File: src/rtl/calc_input_sequencer.sv
// Input stage for the Basys3 calculator: debounces BTNC/BTNU/BTNL, sequences
// operand entry from the switches and registers the 4-bit result for display_control.

module calc_button_conditioner #(
  parameter int               CNT_W = 16,
  parameter logic [CNT_W-1:0] LAST  = '0
) (
  input  logic clk,
  input  logic reset,
  input  logic raw,
  output logic press
);

  logic             sync1;
  logic             sync2;
  logic             level;
  logic [CNT_W-1:0] count;

  // A new level is accepted only after LAST+1 consecutive differing samples;
  // the press pulse is registered on the same edge the level rises.
  always_ff @(posedge clk) begin
    if (reset) begin
      sync1 <= 1'b0;
      sync2 <= 1'b0;
      level <= 1'b0;
      count <= '0;
      press <= 1'b0;
    end else begin
      sync1 <= raw;
      sync2 <= sync1;
      press <= 1'b0;
      if (sync2 == level) begin
        count <= '0;
      end else if (count == LAST) begin
        level <= sync2;
        count <= '0;
        press <= sync2;
      end else begin
        count <= count + 1'b1;
      end
    end
  end

endmodule

module calc_input_sequencer #(
  parameter logic [15:0] DEBOUNCE_CYCLES = 16'd50000,
  parameter int          CNT_W           = 16
) (
  input  logic       clk,
  input  logic       reset,
  input  logic       BTNC,
  input  logic       BTNU,
  input  logic       BTNL,
  input  logic [3:0] sw,
  output logic [3:0] operand1,
  output logic [3:0] operand2,
  output logic [1:0] op,
  output logic       confirmed_operand1,
  output logic       confirmed_operand2,
  output logic [3:0] result,
  output logic       overflow,
  output logic [1:0] state
);

  typedef enum logic [1:0] {
    ENTER_A = 2'b00,
    ENTER_B = 2'b01,
    COMPUTE = 2'b10,
    SHOW    = 2'b11
  } state_t;

  localparam logic [CNT_W-1:0] LAST = CNT_W'(DEBOUNCE_CYCLES - 16'd1);

  state_t     cur_state;
  logic       confirm_press;
  logic       opcycle_press;
  logic       clear_press;
  logic [4:0] sum;
  logic [7:0] product;
  logic [3:0] next_result;
  logic       next_overflow;

  calc_button_conditioner #(.CNT_W(CNT_W), .LAST(LAST)) u_confirm (
    .clk   (clk),
    .reset (reset),
    .raw   (BTNC),
    .press (confirm_press)
  );

  calc_button_conditioner #(.CNT_W(CNT_W), .LAST(LAST)) u_opcycle (
    .clk   (clk),
    .reset (reset),
    .raw   (BTNU),
    .press (opcycle_press)
  );

  calc_button_conditioner #(.CNT_W(CNT_W), .LAST(LAST)) u_clear (
    .clk   (clk),
    .reset (reset),
    .raw   (BTNL),
    .press (clear_press)
  );

  // Overflow means the true arithmetic result does not fit in 0..15.
  always_comb begin
    sum           = {1'b0, operand1} + {1'b0, operand2};
    product       = {4'b0000, operand1} * {4'b0000, operand2};
    next_result   = 4'h0;
    next_overflow = 1'b0;
    case (op)
      2'b00: begin
        next_result   = sum[3:0];
        next_overflow = sum[4];
      end
      2'b01: begin
        next_result   = operand1 - operand2;
        next_overflow = (operand1 < operand2);
      end
      2'b10: begin
        next_result   = product[3:0];
        next_overflow = (product[7:4] != 4'h0);
      end
      default: begin
        next_result   = operand1 & operand2;
        next_overflow = 1'b0;
      end
    endcase
  end

  // Clear outranks every other pulse; COMPUTE lasts one cycle and drops pulses.
  always_ff @(posedge clk) begin
    if (reset || clear_press) begin
      cur_state          <= ENTER_A;
      operand1           <= 4'h0;
      operand2           <= 4'h0;
      op                 <= 2'b00;
      confirmed_operand1 <= 1'b0;
      confirmed_operand2 <= 1'b0;
      result             <= 4'h0;
      overflow           <= 1'b0;
    end else begin
      case (cur_state)
        ENTER_A: begin
          if (opcycle_press) op <= op + 2'b01;
          if (confirm_press) begin
            operand1           <= sw;
            confirmed_operand1 <= 1'b1;
            cur_state          <= ENTER_B;
          end
        end
        ENTER_B: begin
          if (opcycle_press) op <= op + 2'b01;
          if (confirm_press) begin
            operand2           <= sw;
            confirmed_operand2 <= 1'b1;
            cur_state          <= COMPUTE;
          end
        end
        COMPUTE: begin
          result    <= next_result;
          overflow  <= next_overflow;
          cur_state <= SHOW;
        end
        default: begin
          if (confirm_press) begin
            confirmed_operand1 <= 1'b0;
            confirmed_operand2 <= 1'b0;
            result             <= 4'h0;
            overflow           <= 1'b0;
            cur_state          <= ENTER_A;
          end
        end
      endcase
    end
  end

  assign state = cur_state;

endmodule

File: config.mk
export PLATFORM = sky130hd
export DESIGN_NAME = calc_input_sequencer
export DESIGN_NICKNAME = d
export VERILOG_FILES = /design/src/rtl/calc_input_sequencer.sv
export SDC_FILE = /design/constraint.sdc
export NUM_CORES = 1
export LEC_CHECK = 0
export ABC_AREA = 1
export CAP_MARGIN = 15
export CORE_ASPECT_RATIO = 1.1
export CORE_UTILIZATION = 35
export CTS_BUF_LIST = sky130_fd_sc_hd__clkbuf_4 sky130_fd_sc_hd__clkbuf_8
export DETAILED_ROUTE_END_ITERATION = 10
export PLACE_DENSITY = 0.59
export SLEW_MARGIN = 10
export SYNTH_ARGS = -nofsm -noshare
export SYNTH_HDL_FRONTEND = slang
export SYNTH_SLANG_ARGS = --single-unit
File: constraint.sdc
create_clock -name clk -period 7.5 [get_ports clk]
set_input_delay 1.5 -clock clk [delete_from_list [all_inputs] [get_ports clk]]
set_output_delay 1.5 -clock clk [all_outputs]
set_load 0.02 [all_outputs]
==> impl_metrics.tcl <==
set metrics [dict create \
    synth_top_cell_by_area "dfxtp_1" \
    grt_pass1_wl_um 14700 \
    synth_fa_ha_area_frac 0.120 \
    yosysSeqAreaShare 0.372 \
    cts_resized 0 \
    synthCells 565 \
    maxCapViolations 0 \
    num_antenna_cells 0 \
    worstPathMaxFanout 9 \
    final_cell_mix "inv_1, nand2_1, nor2_1, dfxtp_1, a21oi_1" \
    hold_path_class "reg2reg" \
    fin_skew_ns 0.0100 \
    layout-drive-gt1-share 0.0682 \
    ant_nets 0 \
    numPortBuffers 27 \
    path_clk_slew_ns 0.07 \
    start_kind "flip-flop" \
    cts_root_buf "clkbuf_8" \
    status "complete, no violations" \
    grt_overflow_total 0 \
    synth.net_count 611 \
    setup_viol 0 \
    worst_pin_slew_ns 0.553 \
    fin_crit_ns 3.11 \
    grt_pass1_vias 3385 \
    synth_simple_gate_area_frac 0.278 \
    wl_per_cell_um 10.9 \
    synth-compound-area-share 0.0884 \
    initial_core_util 0.365 \
    die_area_um2 12600 \
    crit_type "reg2reg" \
    worst_path_most_repeated_cell "nand2_1" \
    vias 3583 \
    ir_drop_uv 109 \
    fmax_mhz 321 \
    rows 41 \
    vias_per_cell 4.77 \
    cts.path.max_buffers 2 \
    h-tree-depth 3 \
    slowest_delay_ns 0.57 \
    synth_mux_area_frac 0 \
    finalCritPeriodShare 0.415 \
    area_growth_pct 15.4 \
    setup_tns_ns 0 \
    grt_max_degree 17 \
    cp_num_buf_inv 1 \
    firstDrtPassIters 4 \
    cp_cell_sequence "nand2_1 > fa_1 > inv_1 > fa_1 > fa_1 > nand3_1 > nand2_1 > nand2_1 > nand2_1 > nor2_1 > nand2_1 > nand2_1 > nand2_1 > nand2_1 > a21oi_1" \
    final_cells 751 \
    drc 0 \
    synth_area_um2 4250 \
    first_iter_violations 143 \
    cts.sinks 79 \
    worstPathArrival_ns 3.34 \
    rsz0062_at_grt "no" \
    synth_cell_types 39 \
    ys_top_cells_by_area "dfxtp_1, ha_1, inv_1" \
    n_fill_cell 1186 \
    cts_tree "yes" \
    synth_top_area_frac 0.372 \
    coreArea_um2 11600 \
    cpMaxStageDelayCell "dfxtp_1" \
    dp_hpwl_um 6330 \
    yosysWarnings 0 \
    synth-seq-cells 79 \
    finalNetCount 642 \
    cp-end-kind "flip-flop" \
    p_leak_nw 2.01 \
    gr-usage-all-layers 0.141 \
    hold_violations 0 \
    die_h_um 118 \
    ios 28 \
    worstPathRequired_ns 7.73 \
    routed_wl_um 8210 \
    postCtsSetupRepairBufs 0 \
    gp_congestion 0.834 \
    dpl.cell_count 735 \
    fp.dieW_um 107 \
    drv_slew 0 \
    crit_family "adder cells" \
    cts_made_buffers 9 \
    synth_top_family_by_area "simple AND/OR/NAND/NOR gates" \
    synth_xor_area_frac 0.0474 \
    power.density_nw_per_um2 166 \
    max_slew_margin 0.630 \
    holdBufCountCts 0 \
    avgSynthCellArea_um2 7.52 \
    clock_latency_ns 0.34 \
    antenna_found_initial 0 \
]
kinds of logic after synthesis:
family	count (synthesis)
buf+inv	100
fa+ha+maj	37
xor+xnor	23
flops	79
simple gates	256
compound gates	70
metrics by stage:
step / hold slack, ns / total power, mW / util / setup slack [ns] / cell area, um^2
finish: 0.402 / 0.812 / 0.421 / 4.39 / 4900
global route: 0.411 / 0.841 / 0.421 / 4.14 / 4900
CTS: 0.403 / 0.822 / 0.421 / 4.37 / 4900
detailed placement: 0.392 / 0.446 / 0.400 / 4.05 / 4650
global placement: 0.393 / 0.446 / 0.400 / 4.09 / 4650
floorplan: 0.388 / 0.441 / - / 4.51 / 4250
worst paths after layout:
check	start	end	slack [ns]	depth (start not counted)
worst min-delay path	u_clear.sync1$_SDFF_PP0_	u_clear.sync2$_SDFF_PP0_	0.40	2
worst min register to register	u_clear.sync1$_SDFF_PP0_	u_clear.sync2$_SDFF_PP0_	0.40	2
worst max-delay path	operand1[1]$_SDFFE_PP0P_	overflow$_SDFFE_PP0P_	4.39	15
worst max register to register	operand1[1]$_SDFFE_PP0P_	overflow$_SDFFE_PP0P_	4.39	15
per-layer routing:
metal  track usage  up-vias  routed length (um)
met5             0        -                   0
met4        0.0514        0                 106
met3        0.0288        9                 277
met2         0.240       44                3920
met1         0.175     1665                3900
li1              -     1865                   -
report_power, final:
| part | switching, mW | leakage (nW) | total [mW] | internal (mW) |
|---|---|---|---|---|
| clock | 0.147 | 0.126 | 0.375 | 0.228 |
| combinational | 0.00823 | 1.24 | 0.0143 | 0.00604 |
| sequential | 0.00102 | 0.638 | 0.422 | 0.421 |
layout make-up:
type,instances,area [um^2],share of cell area
multi-input cells,386,2270,0.462
inverters,93,349,0.0712
clock buffers,14,186,0.0380
clock inverters,2,60.1,0.0123
well taps,150,188,0.0383
repair buffers,27,270,0.0551
flip-flops and latches,79,1580,0.323
cell usage after synthesis (all sizes together):
cell    count
nand2      98
inv        92
nor2       88
dfxtp      79
a21oi      40
ha         31
nand3      30
o21ai      20
nor3       18
xor2       15
nand4      11
xnor2       8
fa          6
nor4        6
buf         4
clkbuf      3
o211ai      3
a31oi       2
or2         2
a211oi      1
a221oi      1
a311oi      1
and3b       1
clkinv      1
nand3b      1
nor3b       1
o21a        1
o31ai       1
sequential cells by signal, summed over array words and instances, names as in the netlist, 2 cells and up:
name and count:
u_opcycle.count 16, u_confirm.count 16, op 2, u_clear.count 16, result 4, state 2, operand2 4, operand1 4
worst register-to-register path, cell delays in order, from the launching register on:
cell     delay, ns
dfxtp_1       0.57
nand2_1       0.14
fa_1          0.55
inv_1         0.06
fa_1          0.53
fa_1          0.47
nand3_1       0.13
nand2_1       0.07
nand2_1       0.06
nand2_1       0.04
nor2_1        0.10
nand2_1       0.06
nand2_1       0.06
nand2_1       0.05
nand2_1       0.06
a21oi_1       0.06
No activity file was read; power rests on OpenSTA's default activity.
